**config.mk**
```make
export PLATFORM = sky130hd
export DESIGN_NAME = multicycle_mips
export DESIGN_NICKNAME = d
export VERILOG_FILES = /design/src/rtl/mips_pkg.sv /design/src/rtl/mips_alu.sv /design/src/rtl/multicycle_mips.sv
export SDC_FILE = /design/constraint.sdc
export NUM_CORES = 2
export LEC_CHECK = 0
export BUFFER_PORTS_ARGS = -buffer_cell sky130_fd_sc_hd__buf_2
export CAP_MARGIN = 10
export CORE_MARGIN = 3
export CORE_UTILIZATION = 40
export DETAILED_ROUTE_END_ITERATION = 12
export PLACE_DENSITY_LB_ADDON = 0.12
export RECOVER_POWER = 100
export REMOVE_ABC_BUFFERS = 1
export SLEW_MARGIN = 25
export SYNTH_ARGS = -nofsm -noshare
export SYNTH_HDL_FRONTEND = slang
export SYNTH_SLANG_ARGS = --single-unit
export TNS_END_PERCENT = 50
```
**constraint.sdc**
```tcl
create_clock -name clk -period 12.4 [get_ports clk]
set_clock_uncertainty 0.15 [all_clocks]
set_input_delay 0.62 -clock clk [delete_from_list [all_inputs] [get_ports clk]]
set_output_delay 0.62 -clock clk [all_outputs]
set_load 0.01 [all_outputs]
```
**src/rtl/mips_pkg.sv**
```systemverilog
// Shared encodings and types for the multicycle MIPS core.
// Opcode/funct constants, ALU control and FSM state enums.
package mips_pkg;

    localparam logic [5:0] RTYPE = 6'h00;
    localparam logic [5:0] LW    = 6'h23;
    localparam logic [5:0] SW    = 6'h2b;
    localparam logic [5:0] BEQ   = 6'h04;
    localparam logic [5:0] BNE   = 6'h05;
    localparam logic [5:0] ADDI  = 6'h08;
    localparam logic [5:0] ANDI  = 6'h0c;
    localparam logic [5:0] ORI   = 6'h0d;
    localparam logic [5:0] J     = 6'h02;

    localparam logic [5:0] ADD = 6'h20;
    localparam logic [5:0] SUB = 6'h22;
    localparam logic [5:0] AND = 6'h24;
    localparam logic [5:0] OR  = 6'h25;
    localparam logic [5:0] SLT = 6'h2a;

    typedef enum logic [2:0] {
        ALU_AND = 3'b000,
        ALU_OR  = 3'b001,
        ALU_ADD = 3'b010,
        ALU_SUB = 3'b110,
        ALU_SLT = 3'b111
    } alucontrol_t;

    typedef enum logic [3:0] {
        RESET,
        FETCH,
        DECODE,
        EXECUTE,
        ALUWB,
        IEXEC,
        IWB,
        MEMADR,
        MEMRD,
        MEMWB,
        MEMWR,
        BRANCH,
        JUMP,
        TRAP
    } state_t;

    function automatic logic funct_ok(input logic [5:0] f);
        return f inside {ADD, SUB, AND, OR, SLT};
    endfunction

    function automatic alucontrol_t funct_alu(input logic [5:0] f);
        case (f)
            SUB:     return ALU_SUB;
            AND:     return ALU_AND;
            OR:      return ALU_OR;
            SLT:     return ALU_SLT;
            default: return ALU_ADD;
        endcase
    endfunction

endpackage

```
**src/rtl/mips_alu.sv**
```systemverilog
// 32-bit MIPS ALU: and/or/add/sub/signed slt with zero flag.
// Shared by the multicycle core and later pipelined work.
module mips_alu
    import mips_pkg::*;
(
    input  logic [31:0] a,
    input  logic [31:0] b,
    input  alucontrol_t alucontrol,
    output logic [31:0] y,
    output logic        zero
);

    always_comb begin
        y = '0;
        case (alucontrol)
            ALU_AND: y = a & b;
            ALU_OR:  y = a | b;
            ALU_ADD: y = a + b;
            ALU_SUB: y = a - b;
            ALU_SLT: y = {31'b0, $signed(a) < $signed(b)};
            default: y = '0;
        endcase
    end

    assign zero = (y == 32'd0);

endmodule

```
**src/rtl/multicycle_mips.sv**
```systemverilog
// Multicycle MIPS-32 core: one shared ALU, one unified memory port
// with req/ready wait states, trap state and retire counter.
module multicycle_mips
    import mips_pkg::*;
#(
    parameter logic [31:0] RESET_PC = 32'h0000_0000,
    parameter int          ADDR_W   = 32,
    parameter int          CNT_W    = 32
) (
    input  logic              clk,
    input  logic              rst_n,
    output logic              mem_req,
    output logic              mem_we,
    output logic [ADDR_W-1:0] mem_addr,
    output logic [31:0]       mem_wdata,
    input  logic [31:0]       mem_rdata,
    input  logic              mem_ready,
    output logic [31:0]       pc,
    output logic              retire,
    output logic [CNT_W-1:0]  instret,
    output logic              halted
);

    state_t r_state;
    state_t w_next;

    logic [31:0] r_pc;
    logic [31:0] r_ir;
    logic [31:0] r_a;
    logic [31:0] r_b;
    logic [31:0] r_aluout;
    logic [31:0] r_mdr;
    logic [31:0] r_rf [32];
    logic        r_retire;
    logic [CNT_W-1:0] r_instret;

    logic [5:0]  w_op;
    logic [4:0]  w_rs;
    logic [4:0]  w_rt;
    logic [4:0]  w_rd;
    logic [5:0]  w_funct;
    logic [31:0] w_simm;
    logic [31:0] w_zimm;

    logic [31:0] w_alu_a;
    logic [31:0] w_alu_b;
    alucontrol_t w_alu_ctl;
    logic [31:0] w_alu_y;
    logic        w_alu_zero;

    logic        w_take;
    logic        w_done;
    logic        w_rf_we;
    logic [4:0]  w_rf_wa;
    logic [31:0] w_rf_wd;
    logic [31:0] w_addr;

    assign w_op    = r_ir[31:26];
    assign w_rs    = r_ir[25:21];
    assign w_rt    = r_ir[20:16];
    assign w_rd    = r_ir[15:11];
    assign w_funct = r_ir[5:0];
    assign w_simm  = {{16{r_ir[15]}}, r_ir[15:0]};
    assign w_zimm  = {16'h0000, r_ir[15:0]};

    always_comb begin
        w_alu_a   = r_a;
        w_alu_b   = r_b;
        w_alu_ctl = ALU_ADD;
        case (r_state)
            FETCH: begin
                w_alu_a = r_pc;
                w_alu_b = 32'd4;
            end
            DECODE: begin
                w_alu_a = r_pc;
                w_alu_b = {w_simm[29:0], 2'b00};
            end
            EXECUTE: w_alu_ctl = funct_alu(w_funct);
            IEXEC: begin
                w_alu_b = (w_op == ADDI) ? w_simm : w_zimm;
                if (w_op == ANDI) w_alu_ctl = ALU_AND;
                else if (w_op == ORI) w_alu_ctl = ALU_OR;
            end
            MEMADR: w_alu_b = w_simm;
            BRANCH: w_alu_ctl = ALU_SUB;
            default: ;
        endcase
    end

    mips_alu u_alu (
        .a          (w_alu_a),
        .b          (w_alu_b),
        .alucontrol (w_alu_ctl),
        .y          (w_alu_y),
        .zero       (w_alu_zero)
    );

    always_comb begin
        w_next = r_state;
        case (r_state)
            RESET: w_next = FETCH;
            FETCH: if (mem_ready) w_next = DECODE;
            DECODE: begin
                case (w_op)
                    RTYPE:           w_next = funct_ok(w_funct) ? EXECUTE : TRAP;
                    LW, SW:          w_next = MEMADR;
                    BEQ, BNE:        w_next = BRANCH;
                    ADDI, ANDI, ORI: w_next = IEXEC;
                    J:               w_next = JUMP;
                    default:         w_next = TRAP;
                endcase
            end
            EXECUTE: w_next = ALUWB;
            IEXEC:   w_next = IWB;
            // Alignment is judged on the address being computed this cycle.
            MEMADR: begin
                if (w_alu_y[1:0] != 2'b00) w_next = TRAP;
                else if (w_op == LW) w_next = MEMRD;
                else w_next = MEMWR;
            end
            MEMRD: if (mem_ready) w_next = MEMWB;
            MEMWR: if (mem_ready) w_next = FETCH;
            ALUWB, IWB, MEMWB, BRANCH, JUMP: w_next = FETCH;
            TRAP:    w_next = TRAP;
            default: w_next = TRAP;
        endcase
    end

    assign w_take = ((w_op == BEQ) && w_alu_zero) ||
                    ((w_op == BNE) && !w_alu_zero);

    assign w_done = (r_state inside {ALUWB, IWB, MEMWB, BRANCH, JUMP}) ||
                    ((r_state == MEMWR) && mem_ready);

    always_ff @(posedge clk or negedge rst_n) begin
        if (!rst_n) begin
            r_state   <= RESET;
            r_pc      <= RESET_PC;
            r_ir      <= '0;
            r_a       <= '0;
            r_b       <= '0;
            r_aluout  <= '0;
            r_mdr     <= '0;
            r_retire  <= 1'b0;
            r_instret <= '0;
        end else begin
            r_state  <= w_next;
            r_retire <= w_done;
            if (w_done) r_instret <= r_instret + CNT_W'(1);
            case (r_state)
                FETCH: begin
                    if (mem_ready) begin
                        r_ir <= mem_rdata;
                        r_pc <= w_alu_y;
                    end
                end
                DECODE: begin
                    r_a      <= r_rf[w_rs];
                    r_b      <= r_rf[w_rt];
                    r_aluout <= w_alu_y;
                end
                EXECUTE, IEXEC, MEMADR: r_aluout <= w_alu_y;
                MEMRD: if (mem_ready) r_mdr <= mem_rdata;
                BRANCH: if (w_take) r_pc <= r_aluout;
                JUMP: r_pc <= {r_pc[31:28], r_ir[25:0], 2'b00};
                default: ;
            endcase
        end
    end

    assign w_rf_wa = (r_state == ALUWB) ? w_rd : w_rt;
    assign w_rf_wd = (r_state == MEMWB) ? r_mdr : r_aluout;
    assign w_rf_we = (r_state inside {ALUWB, IWB, MEMWB}) &&
                     (w_rf_wa != 5'd0);

    // $0 is never written, so it reads zero without a read-side mux.
    always_ff @(posedge clk or negedge rst_n) begin
        if (!rst_n) begin
            for (int i = 0; i < 32; i++) r_rf[i] <= '0;
        end else if (w_rf_we) begin
            r_rf[w_rf_wa] <= w_rf_wd;
        end
    end

    assign w_addr    = (r_state == FETCH) ? r_pc : r_aluout;
    assign mem_req   = r_state inside {FETCH, MEMRD, MEMWR};
    assign mem_we    = (r_state == MEMWR);
    assign mem_addr  = w_addr[ADDR_W-1:0];
    assign mem_wdata = r_b;
    assign pc        = r_pc;
    assign retire    = r_retire;
    assign instret   = r_instret;
    assign halted    = (r_state == TRAP);

endmodule

```
==> Word-level counts from Yosys, hierarchy flattened <==
Cells that the tools add are included.
Widths: inputs -> output; s select.
{ "totals": {"register_bits": 1253, "inputBits": 35, "out_inout_bits": 132, "elab_cells": 152} }
{ "op_classes": {"addsub": 3, "magnitude_cmp": 5, "eq_ne": 34, "muxes": 31, "bitwise": 6, "n_reduce_logical": 31} }
{ "ops": {"columns": ["op", "count"], "rows": [
  ["$bwmux 1024", 1],
  ["$mux 32", 11],
  ["$bmux 32 s5", 2],
  ["$demux 32 s5", 1],
  ["$pmux 32 s5", 1],
  ["$pmux 32 s4", 1],
  ["$pmux 32 s3", 1],
  ["$eq 6x6->1 const B", 7],
  ["$add 32x1->32 const B", 1],
  ["$add 32x32->32", 1],
  ["$and 32x32->32", 1],
  ["$logic_not 32->1", 1],
  ["$lt 32x32->1", 1],
  ["$or 32x32->32", 1],
  ["$pmux 4 s8", 1],
  ["$sub 32x32->32", 1],
  ["$eq 4x4->1 const B", 6],
  ["$pmux 4 s5", 1],
  ["$eq 6x4->1 const B", 3],
  ["$ge 6x6->1 const B", 3],
  ["$not 5->6", 3],
  ["$eq 4x3->1 const B", 4],
  ["$mux 4", 4],
  ["$reduce_bool 5->1", 3],
  ["other kinds (31)", 50]
]} }

==> Logic depth before layout (Yosys ltp) <==
{ "depth": {"ltp_word": 12, "ltp_mapped": 27, "ltp_nobuf": 23} }

==> Modules after synthesis <==
A second synthesis with hierarchy kept.
{ "hier_totals": {"hier_cells": 6184, "hier_area_um2": 71421.0} }
{ "modules_own_cells": {"columns": ["module", "instances", "cells_each", "area_each_um2", "seq_area_each_um2"], "rows": [
  ["multicycle_mips", 1, 5383, 66219.8, 31355.1],
  ["mips_alu", 1, 801, 5201.2, 0.0]
]} }

==> Least setup slack after synthesis <==
Ideal clock, no wire load.
{ "synth_timing": {"path_kind": "register -> register", "from": "reg r_state[1]", "to": "reg r_pc[10] (netlist: pc[10])", "setup_ns": 0.125, "t_arrival_ns": 6.356, "t_required_ns": 12.125, "path_slack_ns": 5.769, "stages_incl_launch_ff": 25, "path_buffers": 4, "synth_period_minus_slack_ns": 6.631, "cell_sequence": "dfrtp_1 nand2b_1 clkbuf_1 nor3_1 or2_2 clkbuf_1 clkbuf_1 mux2i_1 inv_1 ha_1 or4_1 or4_1 a21oi_2 o31a_1 o21ai_1 a221o_1 a221oi_2 nand3b_1 nor3_1 nand3_1 nor4_2 xnor2_1 o31ai_4 buf_6 mux2_2"} }
{ "synth_via": {"elab_chain_cells": 11, "elab_cells_between_ends": 33, "cone_classes": "add/sub (2); order compare (1); eq/ne (13); mux (6); bitwise (2); reduce/logical (9)"} }
{ "synth_rtl": {"columns": ["item", "line_no", "text"], "rows": [
  ["start, declared", "multicycle_mips.sv:24", "state_t r_state;"],
  ["start signal, assigned", "multicycle_mips.sv:148", "r_state <= w_next;"],
  ["$eq 4x1->1 / $eq 4x2->1 (equally long branches)", "multicycle_mips.sv:70, multicycle_mips.sv:151", null],
  ["$reduce_or 2->1 (no line)", null, null],
  ["$mux 32", "multicycle_mips.sv:70", "case (r_state)"],
  ["$sub 32x32->32, or another cell as far along", "mips_alu.sv:19", "ALU_SUB: y = a - b;"],
  ["$pmux 32 s5", "mips_alu.sv:15", "case (alucontrol)"],
  ["$logic_not 32->1", "mips_alu.sv:25", "assign zero = (y == 32'd0);"],
  ["$logic_not 1->1", "multicycle_mips.sv:131", "((w_op == BNE) && !w_alu_zero);"],
  ["$logic_and 1x1->1", "multicycle_mips.sv:131", null],
  ["$logic_or 1x1->1", "multicycle_mips.sv:130", "assign w_take = ((w_op == BEQ) && w_alu_zero) ||"],
  ["$ne 2x2->1 (no line)", null, null],
  ["$reduce_and 3->1 (no line)", null, null],
  ["end signal, assigned", "multicycle_mips.sv:155", "r_pc <= w_alu_y;"],
  ["end signal, assigned", "multicycle_mips.sv:165", "BRANCH: if (w_take) r_pc <= r_aluout;"],
  ["end signal, assigned", "multicycle_mips.sv:166", "JUMP: r_pc <= {r_pc[31:28], r_ir[25:0], 2'b00};"],
  ["end, declared", "multicycle_mips.sv:27", "logic [31:0] r_pc;"]
]} }
Several ways; a longest one is shown, not always the timed one. The select of a mux whose other input is x is not followed.
A chain may end at the register's enable or synchronous reset.

==> Worst setup path after layout <==
{ "layout_timing": {"from": "reg r_state[3]", "to": "reg r_pc[13] (netlist: pc[13])"} }
The elaborated chain is that of the path after synthesis.

==> run metrics <==
worst endpoint required time about 13000 ps; Max Clk Rate 101 MHz; Async SR Flop Fraction 1.00; Top-Level Pins 167; core box area 0.167 mm²; sw frac 0.222; detailed-route via count 49200; critical path arrival 10450 ps; final hold violation count 0; dpl cells approximately 8000; Comb power frac 0.013; Worst Path Max Fanout 33; Root Driver clkbuf_16; final setup fails 0; full die area 0.174 mm²; Clk pin slew, worst setup/hold paths 60 ps; total global routing overflow 0; highest metal used met4; Slew Limit Headroom -3.83; Worst-Margin Slew a little over 7000 ps; CP Capture Type flip-flop; r2r setup slk between 2000 and 2500 ps; sequential fraction of the synthesis area 0.465; Post-synth EDFFs 0; Hold WS 44.4 ps; FF-to-FF Start r_state[3]$_DFFE_PN0P_; Clk pwr share 0.510; vias in the first global route 49200; synthesis-stage register bit count 1253; crit-path max cell delay 1850 ps; total iterations of the first detailed-routing run 8; CTS Sinks ~1300; CP max stage cell clkbuf_1; Starting Density 0.403; layout cell share with drive strength beyond 1 0.190; Wirelength per Cell 28.7 µm; met1 WL roughly 100000 µm; met2 routed WL 113000 µm; syn_area_per_cell 11.1 µm²; Worst R2R End pc[13]$_DFFE_PN0P_; Slew Limit Fails between 2000 and 3000; outcome finished with violations; CTS max path bufs 3; Die W 417 µm; initial antenna violation count 3; largest net degree at the start of global routing 162; DPL Wire Length between 150000 and 200000 µm; unrepaired setup endpoints after global routing no; worst r2r path cells 22; hold path start mem_rdata[26]; TritonCTS clock tree built; gp weighted congestion 0.966; Primary FF master, synth dfrtp_1; Startpoint Class flip-flop; final worst-path cycle share 0.801; Psw 1.90 mW; Die Y 417 µm; most frequent cells in the layout dfrtp_1, nand2_1, o21ai_0; Hold Path Depth 2; Starting DRT DRC Count 4621; TritonCTS Buffers 148; met3 WL post-DR 13500 µm; clock latency on the worst-skew pair around 800 ps; Via density 5.93; Row Count 150; first-pass GRT wire length 350000 µm; commonest non-fill, non-tap cell in the layout dfrtp_1; Syn Inst Count 6082; Post-CTS Setup Bufs 0; Area growth, synth to finish 11.2%; Distinct cells, synth 80; Buf/Inv on CP 5; Layout Cells excl Fill 8290; sequential fraction of design power 0.477; Largest delay share family, worst path buffers and inverters; Pwr Total 8.59 mW; hold crit path type in -> reg; Total Wirelength 238000 µm; failing checks max-capacitance violations, max-slew violations; Post-DRT Antenna Nets 0; maximum vdd drop 0.000148 V; IO Port Bufs 166; CP Cell Sequence nor2_1, nand2_2, clkbuf_1, nand2_1, clkbuf_1, o31ai_1, a21o_1, buf_4, o21a_1, ha_1, nand4_1, a2111oi_0, o21ai_0, a211oi_1, a21oi_1, nor2_1, inv_1, nor4_1, xnor2_1, o31ai_4, buf_4, mux2_2; Ys Warns 0; leakage 30.7 nW; # DRC 0; Total GRT Usage 0.276; Int Power roughly 6.7 mW; Mapped Area approximately 0.067 mm²; Hold Path End r_mdr[26]$_DFFE_PN0P_; Tmin final 9930 ps; Setup CP Type reg -> reg; # Max-Cap Violations between 60 and 70; pwr/cell area approximately 110 mW/mm²; # nets final 6112; H-tree depth 4
## through the flow
stage	TNS (ps)	instance area [µm²]	worst slack [ps]	utilization
2_1_floorplan	-115570	65200	-2450	-
3_3_place_gp	0	70400	4040	0.421
3_5_place_dp	0	70500	3870	0.421
4_1_cts	0	75700	3830	0.452
5_1_grt	0	75000	1720	0.448
6_report	0	75000	2470	0.448
## final cells by class
class	count	area, µm²
fillers	15700	92400
multi-input cells	4135	33800
flip-flops and latches	1253	31400
clock buffers	221	4350
well taps	2204	2760
repair buffers	331	1850
clock inverters	38	468
inverters	107	402
diodes	1	2.50
## cells in the mapped netlist (all sizes together) (8+ instances only)
cell    instances  area (µm²)
dfrtp        1253       31400
nand2         895        3360
o21ai         754        3770
mux4          640       14400
a21oi         514        2580
nor2          501        1880
clkbuf        500        1880
mux2i         125        1250
mux2          111        1250
inv           107         402
ha             99        1240
buf            87         355
xnor2          45         394
nor3           40         205
nand3          34         170
a22oi          30         225
o21a           26         195
nand2b         21         131
a31oi          17         106
nand4          17         106
o211ai         16         120
o31ai          16         134
a222oi         15         150
nor2b          14        87.6
nor4           13        87.6
or2            13        81.3
o221ai         12         105
xor2           12         105
a211oi         11        82.6
a21o           11        82.6
a221oi          9        85.1
nor3b           8        60.1
## state kept, by name, indices dropped and copies added, names as in the netlist
name,flops
retire,1
instret,32
r_aluout,32
pc,32
r_rf,1024
r_mdr,32
r_ir,32
r_state,4
mem_wdata,32
r_a,32
## power by group through the flow
stage / combinational [mW] / sequential [mW] / clock, mW
CTS: 0.121 / 4.10 / 4.47
floorplan: 0.00504 / 4.17 / 0
global route: 0.132 / 4.10 / 4.64
finish: 0.113 / 4.10 / 4.38
detailed placement: 0.113 / 4.17 / 0
global placement: 0.111 / 4.17 / 0
## kinds of logic after synthesis
kind of cell,after synthesis,synth area share
AOI/OAI and AO/OA,1507,0.123
adders and majority gates,101,0.0190
and+or+nand+nor,1594,0.0958
DFF,1253,0.465
xor gates and xnor gates,57,0.00740
muxes,876,0.251
buffers and inverters,694,0.0390
## worst max-delay path by stage
stage                            from            endpoint  slack, ps  cells past startpoint
2_1_floorplan  r_state[1]$_DFFE_PN0P_   pc[0]$_DFFE_PN0P_      -2450                     21
5_1_grt        r_state[3]$_DFFE_PN0P_  pc[13]$_DFFE_PN0P_       1720                     22
4_1_cts        r_state[1]$_DFFE_PN0P_  pc[13]$_DFFE_PN0P_       3830                     23
3_5_place_dp   r_state[1]$_DFFE_PN0P_  pc[13]$_DFFE_PN0P_       3870                     23
6_report       r_state[3]$_DFFE_PN0P_  pc[13]$_DFFE_PN0P_       2470                     22
3_3_place_gp   r_state[1]$_DFFE_PN0P_   pc[9]$_DFFE_PN0P_       4040                     23
## worst reg2reg max path, stage by stage (launching register included)
cell and delay (ps):
dfrtp_1 910, nor2_1 210, nand2_2 110, clkbuf_1 1850
nand2_1 110, clkbuf_1 590, o31ai_1 270, a21o_1 120
buf_4 260, o21a_1 200, ha_1 480, nand4_1 340
a2111oi_0 1240, o21ai_0 540, a211oi_1 340, a21oi_1 60
nor2_1 250, inv_1 70, nor4_1 390, xnor2_1 180
o31ai_4 180, buf_4 500, mux2_2 440
## timing repair
action,in CTS,in global routing
gates resized for setup,0,0
hold buffers,32,0
endpoints found under the hold margin,167,0
## metal layers
layer / up-vias / track usage
met5: - / 0
met4: 0 / 0.113
met3: 407 / 0.0384
met2: 1582 / 0.447
met1: 25300 / 0.376
li1: 21800 / -
Power figures use the tool's default switching activity.
